$ cat src/rtl/led_cmd_parser_pkg.sv
// -----------------------------------------------------------------------------
// led_cmd_parser_pkg
// Shared definitions for the LED command parser:
//   - ASCII codes recognised by the parser and used in responses
//   - parser state encoding
//   - response kinds and response lengths
//   - small character-class helpers
// -----------------------------------------------------------------------------
package led_cmd_parser_pkg;

  localparam logic [7:0] ASCII_CR    = 8'h0D;
  localparam logic [7:0] ASCII_LF    = 8'h0A;
  localparam logic [7:0] ASCII_L_UP  = 8'h4C;  // 'L'
  localparam logic [7:0] ASCII_L_LO  = 8'h6C;  // 'l'
  localparam logic [7:0] ASCII_QMARK = 8'h3F;  // '?'
  localparam logic [7:0] ASCII_O     = 8'h4F;  // 'O'
  localparam logic [7:0] ASCII_K     = 8'h4B;  // 'K'
  localparam logic [7:0] ASCII_E     = 8'h45;  // 'E'
  localparam logic [7:0] ASCII_R     = 8'h52;  // 'R'

  typedef enum logic [2:0] {
    ST_IDLE    = 3'd0,
    ST_L_HI    = 3'd1,
    ST_L_LO    = 3'd2,
    ST_L_EOL   = 3'd3,
    ST_Q_EOL   = 3'd4,
    ST_DISCARD = 3'd5,
    ST_RESP    = 3'd6
  } state_e;

  typedef enum logic [1:0] {
    RESP_OK    = 2'd0,
    RESP_ER    = 2'd1,
    RESP_QUERY = 2'd2
  } resp_e;

  localparam int         RESP_BUF_DEPTH = 5;
  localparam logic [2:0] RESP_LEN_SHORT = 3'd4;  // "OK\r\n" / "ER\r\n"
  localparam logic [2:0] RESP_LEN_QUERY = 3'd5;  // "Lhh\r\n"

  // Largest value accepted by the set command (six LEDs).
  localparam logic [7:0] LED_MAX_VALUE = 8'h3F;

  function automatic logic is_eol(input logic [7:0] c);
    return (c == ASCII_CR) || (c == ASCII_LF);
  endfunction

  function automatic logic is_l_cmd(input logic [7:0] c);
    return (c == ASCII_L_UP) || (c == ASCII_L_LO);
  endfunction

endpackage

$ cat src/rtl/led_cmd_parser_ascii_hex.sv
// -----------------------------------------------------------------------------
// ascii_hex
// Purely combinational ASCII <-> hex nibble conversion.
// Ports:
//   char_i          8-bit ASCII character to decode
//   nibble_o        decoded nibble (0 when not a hex digit)
//   nibble_valid_o  1 when char_i is 0-9, A-F or a-f
//   enc_nibble_i    two nibbles to encode ([1] = upper digit)
//   enc_char_o      uppercase ASCII digits for enc_nibble_i
// -----------------------------------------------------------------------------
module ascii_hex (
  input  logic [7:0]      char_i,
  output logic [3:0]      nibble_o,
  output logic            nibble_valid_o,
  input  logic [1:0][3:0] enc_nibble_i,
  output logic [1:0][7:0] enc_char_o
);

  // Returns {valid, nibble}.
  function automatic logic [4:0] hex_decode(input logic [7:0] c);
    logic [7:0] diff;
    diff = 8'h00;
    if (c >= 8'h30 && c <= 8'h39) begin
      diff = c - 8'h30;
      return {1'b1, diff[3:0]};
    end else if (c >= 8'h41 && c <= 8'h46) begin
      diff = c - 8'h37;
      return {1'b1, diff[3:0]};
    end else if (c >= 8'h61 && c <= 8'h66) begin
      diff = c - 8'h57;
      return {1'b1, diff[3:0]};
    end
    return 5'b0_0000;
  endfunction

  function automatic logic [7:0] hex_encode(input logic [3:0] n);
    if (n < 4'd10) begin
      return 8'h30 + {4'h0, n};
    end
    return 8'h37 + {4'h0, n};
  endfunction

  logic [4:0] dec;

  assign dec            = hex_decode(char_i);
  assign nibble_o       = dec[3:0];
  assign nibble_valid_o = dec[4];

  for (genvar gi = 0; gi < 2; gi++) begin : g_enc
    assign enc_char_o[gi] = hex_encode(enc_nibble_i[gi]);
  end

endmodule

$ cat src/rtl/led_cmd_parser.sv
// -----------------------------------------------------------------------------
// led_cmd_parser
// Line-oriented ASCII command parser for the six on-board LEDs.
//   "Lhh<EOL>" sets the LEDs (value <= 0x3F) and answers "OK\r\n".
//   "?<EOL>"   answers 'L', two uppercase hex digits, "\r\n".
//   Anything else answers "ER\r\n".
// EOL is CR or LF; an EOL while idle is ignored so CRLF gives one answer.
// Ports:
//   clk_pin   system clock
//   rst_pin   synchronous active-high reset
//   rx_valid  one-cycle strobe, rx_data holds a received byte
//   rx_data   received byte
//   tx_valid  tx_data holds a byte to send
//   tx_ready  transmitter accepts (transfer on tx_valid && tx_ready)
//   tx_data   byte to send
//   led_pins  LED drive, inverted when LED_ACTIVE_LOW
//   overrun   sticky: a byte arrived while a response was being sent
// -----------------------------------------------------------------------------
module led_cmd_parser
  import led_cmd_parser_pkg::*;
#(
  parameter bit LED_ACTIVE_LOW = 1'b1
) (
  input  logic       clk_pin,
  input  logic       rst_pin,
  input  logic       rx_valid,
  input  logic [7:0] rx_data,
  output logic       tx_valid,
  input  logic       tx_ready,
  output logic [7:0] tx_data,
  output logic [5:0] led_pins,
  output logic       overrun
);

  state_e     state_q;
  logic [3:0] hi_q;
  logic [7:0] val_q;
  logic [5:0] led_state_q;
  logic [2:0] idx_q;
  logic [2:0] len_q;
  logic       tx_valid_q;
  logic [7:0] tx_data_q;
  logic       overrun_q;
  logic [7:0] resp_buf_q [RESP_BUF_DEPTH];

  logic [3:0]      rx_nibble;
  logic            rx_is_hex;
  logic [1:0][3:0] enc_nibble;
  logic [1:0][7:0] enc_char;

  logic       resp_fire_d;
  resp_e      resp_kind_d;
  logic [7:0] resp_bytes_d [RESP_BUF_DEPTH];
  logic [2:0] resp_len_d;
  logic [2:0] idx_d;

  ascii_hex u_ascii_hex (
    .char_i         (rx_data),
    .nibble_o       (rx_nibble),
    .nibble_valid_o (rx_is_hex),
    .enc_nibble_i   (enc_nibble),
    .enc_char_o     (enc_char)
  );

  // The query answer is built from led_state as it stands at the EOL cycle.
  assign enc_nibble[1] = {2'b00, led_state_q[5:4]};
  assign enc_nibble[0] = led_state_q[3:0];

  // Which response (if any) the current byte completes.
  always_comb begin
    resp_fire_d = 1'b0;
    resp_kind_d = RESP_ER;
    if (rx_valid && is_eol(rx_data)) begin
      case (state_q)
        ST_L_HI, ST_L_LO, ST_DISCARD: begin
          resp_fire_d = 1'b1;
          resp_kind_d = RESP_ER;
        end
        ST_L_EOL: begin
          resp_fire_d = 1'b1;
          resp_kind_d = (val_q > LED_MAX_VALUE) ? RESP_ER : RESP_OK;
        end
        ST_Q_EOL: begin
          resp_fire_d = 1'b1;
          resp_kind_d = RESP_QUERY;
        end
        default: begin
          resp_fire_d = 1'b0;
          resp_kind_d = RESP_ER;
        end
      endcase
    end
  end

  always_comb begin
    for (int i = 0; i < RESP_BUF_DEPTH; i++) begin
      resp_bytes_d[i] = 8'h00;
    end
    resp_len_d = RESP_LEN_SHORT;
    case (resp_kind_d)
      RESP_OK: begin
        resp_bytes_d[0] = ASCII_O;
        resp_bytes_d[1] = ASCII_K;
        resp_bytes_d[2] = ASCII_CR;
        resp_bytes_d[3] = ASCII_LF;
      end
      RESP_QUERY: begin
        resp_bytes_d[0] = ASCII_L_UP;
        resp_bytes_d[1] = enc_char[1];
        resp_bytes_d[2] = enc_char[0];
        resp_bytes_d[3] = ASCII_CR;
        resp_bytes_d[4] = ASCII_LF;
        resp_len_d      = RESP_LEN_QUERY;
      end
      default: begin
        resp_bytes_d[0] = ASCII_E;
        resp_bytes_d[1] = ASCII_R;
        resp_bytes_d[2] = ASCII_CR;
        resp_bytes_d[3] = ASCII_LF;
      end
    endcase
  end

  // Response buffer: loaded once per response, read by the sender.
  for (genvar gi = 0; gi < RESP_BUF_DEPTH; gi++) begin : g_resp_buf
    always_ff @(posedge clk_pin) begin
      if (rst_pin) begin
        resp_buf_q[gi] <= 8'h00;
      end else if (resp_fire_d) begin
        resp_buf_q[gi] <= resp_bytes_d[gi];
      end
    end
  end

  assign idx_d = idx_q + 3'd1;

  always_ff @(posedge clk_pin) begin
    if (rst_pin) begin
      state_q     <= ST_IDLE;
      hi_q        <= 4'h0;
      val_q       <= 8'h00;
      led_state_q <= 6'h00;
      idx_q       <= 3'd0;
      len_q       <= 3'd0;
      tx_valid_q  <= 1'b0;
      tx_data_q   <= 8'h00;
      overrun_q   <= 1'b0;
    end else if (state_q == ST_RESP) begin
      // Input is not parsed while answering; any byte is lost.
      if (rx_valid) begin
        overrun_q <= 1'b1;
      end
      if (tx_valid_q && tx_ready) begin
        if (idx_q == len_q - 3'd1) begin
          state_q    <= ST_IDLE;
          tx_valid_q <= 1'b0;
          tx_data_q  <= 8'h00;
          idx_q      <= 3'd0;
        end else begin
          idx_q     <= idx_d;
          tx_data_q <= resp_buf_q[idx_d];
        end
      end
    end else if (resp_fire_d) begin
      // First byte goes out straight from the freshly built response so it
      // is valid on the cycle after EOL.
      state_q    <= ST_RESP;
      idx_q      <= 3'd0;
      len_q      <= resp_len_d;
      tx_valid_q <= 1'b1;
      tx_data_q  <= resp_bytes_d[0];
      if (resp_kind_d == RESP_OK) begin
        led_state_q <= val_q[5:0];
      end
    end else if (rx_valid) begin
      case (state_q)
        ST_IDLE: begin
          if (is_l_cmd(rx_data)) begin
            state_q <= ST_L_HI;
          end else if (rx_data == ASCII_QMARK) begin
            state_q <= ST_Q_EOL;
          end else if (is_eol(rx_data)) begin
            state_q <= ST_IDLE;
          end else begin
            state_q <= ST_DISCARD;
          end
        end
        ST_L_HI: begin
          if (rx_is_hex) begin
            hi_q    <= rx_nibble;
            state_q <= ST_L_LO;
          end else begin
            state_q <= ST_DISCARD;
          end
        end
        ST_L_LO: begin
          if (rx_is_hex) begin
            val_q   <= {hi_q, rx_nibble};
            state_q <= ST_L_EOL;
          end else begin
            state_q <= ST_DISCARD;
          end
        end
        ST_L_EOL, ST_Q_EOL, ST_DISCARD: begin
          state_q <= ST_DISCARD;
        end
        default: begin
          state_q <= ST_IDLE;
        end
      endcase
    end
  end

  assign tx_valid = tx_valid_q;
  assign tx_data  = tx_data_q;
  assign overrun  = overrun_q;
  assign led_pins = LED_ACTIVE_LOW ? ~led_state_q : led_state_q;

endmodule

$ cat config.mk
export PLATFORM = sky130hd
export DESIGN_NAME = led_cmd_parser
export DESIGN_NICKNAME = d
export VERILOG_FILES = /design/src/rtl/led_cmd_parser_pkg.sv /design/src/rtl/led_cmd_parser_ascii_hex.sv /design/src/rtl/led_cmd_parser.sv
export SDC_FILE = /design/constraint.sdc
export NUM_CORES = 1
export LEC_CHECK = 0
export CAP_MARGIN = 20
export CORE_ASPECT_RATIO = 1.75
export CORE_MARGIN = 2
export CORE_UTILIZATION = 50
export DETAILED_ROUTE_END_ITERATION = 8
export PLACE_DENSITY = 0.72
export SLEW_MARGIN = 20
export SYNTH_ARGS = -nofsm -noshare
export SYNTH_HDL_FRONTEND = slang
export SYNTH_SLANG_ARGS = --single-unit
export TNS_END_PERCENT = 5
$ cat constraint.sdc
create_clock -name clk_pin -period 2.6 [get_ports clk_pin]
set_input_delay 0.39 -clock clk_pin [delete_from_list [all_inputs] [get_ports clk_pin]]
set_output_delay 0.39 -clock clk_pin [all_outputs]
set_load 0.03 [all_outputs]
# Word level (Yosys, flattened, before mapping)
# Memory sizes are Yosys's and may differ from the RTL's.
# Cells that the tools add are included.
[totals] in_bits=12 elab_cells=126 mem_bits_rw=40 output_inout_bits=16 rom_bits=0 latch_bits=0 regBits=37 memories=1
[op_classes] add_sub_neg=9 muxes=54 div=0 bitwise=8 magnitude_cmp=9 reduce_logical=21 n_eq_ne=15 multipliers=0 shift=0
[mem_list] name="resp_buf_q" words=5 word_bits=8 rd=1 rd_clocked_by_memory_dff=0 write_ports=5 line="led_cmd_parser.sv:44" source="logic [7:0] resp_buf_q [RESP_BUF_DEPTH];"
[ops] cell="$mux W8" n=13
[ops] cell="$pmux W28 S2" n=1
[ops] cell="$mux W3" n=14
[ops] cell="$mux W5" n=4
[ops] cell="$mux W1" n=18
[ops] cell="$eq A8 B4 Y1 const B" n=2
[ops] cell="$eq A8 B7 Y1 const B" n=2
[ops] cell="$ge A8 B7 Y1 const B" n=2
[ops] cell="$le A8 B7 Y1 const B" n=2
[ops] cell="$add A6 B2 Y7 const A" n=2
[ops] cell="$add A6 B4 Y7 const A" n=2
[ops] cell="$pmux W3 S4" n=1
[ops] cell="$reduce_and A5 Y1" n=2
[ops] cell="$eq A3 B3 Y1 const B" n=3
[ops] cell="$reduce_and A3 Y1" n=3
[ops] cell="$eq A8 B6 Y1 const B" n=1
[ops] cell="$ge A8 B6 Y1 const B" n=1
[ops] cell="$gt A8 B6 Y1 const B" n=1
[ops] cell="$le A8 B6 Y1 const B" n=1
[ops] cell="$sub A4 B3 Y4 const B" n=2
[ops] cell="$eq A3 B2 Y1 const B" n=2
[ops] cell="$not A6 Y6" n=1
[ops] cell="$reduce_and A2 Y1" n=3
[ops] cell="$logic_and A1 B1 Y1" n=5
[ops] cell="21 further kinds" n=28

# Logic depth before layout (Yosys ltp)
[depth] depth_word=11 ltp_mapped=8 ltp_nobuf=7

# Modules after synthesis
# From an unflattened synthesis, not the netlist that was laid out.
[hier_totals] hier_cells=316 area_unflattened_um2=3129.3
[by_module_without_submodules] mod="led_cmd_parser" area_each_um2=2746.4 instances=1 seq_area_each_um2=1381.3 cells_each=256
[by_module_without_submodules] mod="ascii_hex" area_each_um2=382.9 instances=1 seq_area_each_um2=0.0 cells_each=60

# Least setup slack after synthesis
# Ideal clock, no wire load.
[synth_timing] path_kind="input to register" startpoint="in rx_data[3]" endpoint="mem resp_buf_q[0][0], enable pin" setup_ns=0.372 arrival_time_ns=1.924 path_buffers=1 stages=5 path_slack_ns=0.305 required_time_ns=2.228 cell_sequence="buf_4 or4b_4 nor3_4 nand3_1 nand2_1"
[synth_rtl] item="start, declared" line="led_cmd_parser.sv:27" source="input logic [7:0] rx_data,"
[synth_rtl] item="end, declared" line="led_cmd_parser.sv:44"

# Worst setup path in the final report
[layout_timing] startpoint="in rx_data[6]" endpoint="reg tx_data_q[3], in the netlist tx_data[3]"
[layout_between] elab_chain_len=8 elab_cells_between_ends=13 cone_classes="eq/ne: 3; mux: 5; reduce/logical: 5"
[layout_lines] item="$eq A8 B4 Y1" line="led_cmd_parser_pkg.sv:45" source="return (c == ASCII_CR) || (c == ASCII_LF);"
[layout_lines] item="$logic_or A1 B1 Y1 *" line="led_cmd_parser_pkg.sv:45"
[layout_lines] item="$logic_and A1 B1 Y1 *" line="led_cmd_parser.sv:73" source="if (rx_valid && is_eol(rx_data)) begin"
[layout_lines] item="$mux W2" line="led_cmd_parser.sv:73"
[layout_lines] item="$eq A2 B2 Y1 or $logic_not A2 Y1 (tied branches)" line="led_cmd_parser.sv:100" source="case (resp_kind_d)"
[layout_lines] item="$pmux W28 S2" line="led_cmd_parser.sv:100"
[layout_lines] item="$mux W8" line="led_cmd_parser.sv:164" source="end else if (resp_fire_d) begin"
[layout_lines] item="$mux W8" line="led_cmd_parser.sv:148" source="end else if (state_q == ST_RESP) begin"
[layout_lines] item="end signal, assigned" line="led_cmd_parser.sv:161" source="tx_data_q <= resp_buf_q[idx_d];"
[layout_lines] item="end signal, assigned" line="led_cmd_parser.sv:171" source="tx_data_q <= resp_bytes_d[0];"
[layout_lines] item="end, declared" line="led_cmd_parser.sv:42" source="logic [7:0] tx_data_q;"
# Every way passes the cells marked *; elsewhere a longest branch is shown, timed or not. The select of a mux whose other input is x is not followed.
# A chain may end at the register's enable or synchronous reset.

==> flow_metrics.env <==
export IMPL_status="finished, final reports clean"
export IMPL_cts_resized=0
export IMPL_whs_ns=0.456
export IMPL_cts_buffer_depth=2
export IMPL_path_clk_slew_ns=0.10
export IMPL_setup_tns_ns=0
export IMPL_period_share_pct=91.5
export IMPL_cts_setup_buffers=0
export IMPL_path_cells="clkdlybuf4s50_1, or4b_4, nor3_4, and4_1, buf_4, a21oi_1, a221oi_1"
export IMPL_max_slew_margin_pct=62.1
export IMPL_yosys_mux_area_fraction_pct=7.16
export IMPL_placementRows=35
export IMPL_viasPerCell=5.84
export IMPL_netlist_instances=295
export IMPL_grt_pass1_wl_um=9320
export IMPL_wl_per_cell_um=14.5
export IMPL_avgSynthCellArea_um2=9.06
export IMPL_cts_root_buf="clkbuf_8"
export IMPL_yosys_cell_types_count=53
export IMPL_num_vias=2261
export IMPL_numPortBuffers=26
export IMPL_routed_wl_um=5600
export IMPL_drtIter0Drc=56
export IMPL_grt_pass1_vias=2118
export IMPL_initial_core_util_pct=51.3
export IMPL_hpwlAfterDp_um=4360
export IMPL_ant_nets=0
export IMPL_cp_top_family="simple AND/OR/NAND/NOR gates"
export IMPL_drive_gt1_share_pct=13.0
export IMPL_io_pins=28
export IMPL_place_ws_ns=-0.0928
export IMPL_hold_viol_final=0
export IMPL_final_setup_viol_count=0
export IMPL_h_tree_depth=2
export IMPL_synth_seq_cells=51
export IMPL_path_buf_inv=2
export IMPL_cpMaxStageDelayCell="or4b_4"
export IMPL_cp_data_required_time_ns=2.81
export IMPL_clkSinkCount=51
export IMPL_worst_slack_ns=0.220
export IMPL_crit_type="primary input to register"
export IMPL_worst_pin_slew_ns=0.553
export IMPL_synthFlopType="dfxtp_1"
export IMPL_place_congestion=0.842
export IMPL_power_density_nw_per_um2=462
export IMPL_syn_area_um2=2670
export IMPL_drc=0
export IMPL_synth_compound_area_share_pct=16.1
export IMPL_tritoncts="built"
export IMPL_grt_max_degree=35
export IMPL_yosys_area_share_xor_xnor_pct=1.31
export IMPL_setup_worst_path_start_class="primary input"
export IMPL_die_y_um=101
export IMPL_synth_top_family_by_area="simple AND/OR/NAND/NOR gates"
export IMPL_fmaxAchievable_ghz=0.420
export IMPL_numCtsBuffers=5
export IMPL_area_growth_pct=19.3
export IMPL_r2r_setup_slack_ns=0.39
export IMPL_cp_end_kind="register"
export IMPL_antenna_found_initial=0
export IMPL_ctsHoldBuffers=0
export IMPL_max_cap_violations=0
export IMPL_fin_crit_ns=2.38
export IMPL_syn_nets=314
export IMPL_synthAdderAreaFrac_pct=3.28
export IMPL_die_area_um2=5970
export IMPL_synth_edff_count=16
export IMPL_slew_viol_final=0
export IMPL_nNetsFinal=350
export IMPL_worstPathArrival_ns=2.59
export IMPL_clkLatencyLatePin_ns=0.31
export IMPL_grt_use_total_pct=20.3
export IMPL_yosysWarningCount=0
export IMPL_hold_class="register to register"
export IMPL_n_antenna_cell=0
export IMPL_worst_path_max_fanout=10
export IMPL_ys_async_sr_fraction_pct=0
export IMPL_synth_simple_area_share_pct=22.5
export IMPL_p_leak_nw=1.22
export IMPL_skew_ns=0.00879
export IMPL_gr_total_overflow=0
export IMPL_peakVddDrop_uv=351
export IMPL_coreArea_um2=5210
export IMPL_drtPass1Iterations=4
export IMPL_rsz0062_at_grt="no"
export IMPL_die_x_um=59.3
export IMPL_cpPeakStageDelay_ns=0.58
export IMPL_synth_seq_area_share_pct=44.2
## synthesized netlist by cell type (all sizes together), types with 2 or more instances
cell type / instances / area, um^2
buf: 5 / 28.8
nand4bb: 2 / 22.5
a21oi: 35 / 175
mux2: 3 / 33.8
nor2b: 7 / 43.8
nor3: 11 / 66.3
a31o: 2 / 17.5
or3b: 2 / 17.5
inv: 17 / 63.8
a2111oi: 3 / 26.3
nand3b: 6 / 45.0
mux4: 3 / 67.6
dfxtp: 35 / 701
nand2: 31 / 116
mux2i: 9 / 90.1
a22o: 2 / 17.5
a221oi: 4 / 35.0
and3: 5 / 31.3
nor2: 20 / 75.1
edfxtp: 16 / 480
nand2b: 3 / 18.8
nand4: 3 / 18.8
a31oi: 4 / 40.0
o21ai: 11 / 55.1
clkbuf: 13 / 48.8
nand3: 13 / 65.1
xnor2: 3 / 26.3
ha: 7 / 87.6
## per-stage QoR
stage / power [mW] / area [um^2] / util [%] / cells
after floorplan: 0.959 / 2670 / - / 295
after global placement: 1.01 / 3090 / 59.4 / 379
after detailed placement: 1.01 / 3090 / 59.4 / 379
after CTS: 1.49 / 3190 / 61.2 / 387
after global routing: 1.53 / 3190 / 61.2 / 387
final: 1.47 / 3190 / 61.2 / 387
## per-layer routing
metal,vias up,part of all wire [%],GRT usage [%]
li1,1128,-,-
met1,1062,36,19.8
met2,57,58,39.1
met3,14,2.9,2.18
met4,0,3.1,10.7
met5,-,0,0
## area by class of cell
class / instances / area [um^2]
Multi-Input combinational cell: 209 / 1350
Sequential cell: 51 / 1180
Tap cell: 55 / 68.8
Timing Repair Buffer: 47 / 430
Clock inverter: 3 / 26.3
Fill cell: 475 / 2020
Inverter: 17 / 63.8
Clock buffer: 5 / 68.8
## worst paths after layout
check | startpoint | to | depth (start not counted)
worst max-delay path | rx_data[6] | tx_data[3] | 7
worst min register to register | led_state_q[0] | led_state_q[0] | 2
worst max register to register | idx_q[0] | tx_data[3] | 5
worst min-delay path | led_state_q[0] | led_state_q[0] | 2
## placed cells by master, fill, tap and decap left out, types with 2 or more instances in the layout
cell type        count
a2111oi_0            3
a21oi_1             35
a221oi_1             4
a22o_1               2
a31o_2               2
a31oi_1              3
and3_1               5
buf_4               20
clkbuf_8             5
clkdlybuf4s50_1     26
dfxtp_1             35
edfxtp_1            16
ha_1                 7
inv_1               17
mux2_2               3
mux2i_1              9
mux4_2               3
nand2_1             31
nand2b_1             3
nand3_1             13
nand3b_1             6
nand4_1              3
nand4bb_1            2
nor2_1              20
nor2b_1              7
nor3_1              10
o21ai_0             10
or3b_2               2
xnor2_1              3
## kinds of logic after synthesis
group           Yosys count
simple gates            113
compound gates           69
flops                    51
buf+inv                  35
mux                      15
fa+ha+maj                 7
xor+xnor                  4
other cells               1
## worst register-to-register path: cells and delay by family, from the launching register on
family             cells  cell delay [ns]
AOI/OAI and AO/OA      1             0.15
DFF                    1             0.47
muxes                  1             0.47
and+or+nand+nor        3             0.99
## power by group
group,internal [mW],total (mW),switching [mW]
combinational,0.0642,0.139,0.0751
sequential,0.834,0.857,0.0230
clock,0.199,0.478,0.279
## registers in the layout (all words and copies together) (netlist names)
signal       flops
val_q            8
led_state_q      6
resp_buf_q      16
idx_q            3
tx_valid         1
state_q          3
hi_q             4
len_q            2
tx_data          7
overrun          1
(Power assumes the default switching activity.)
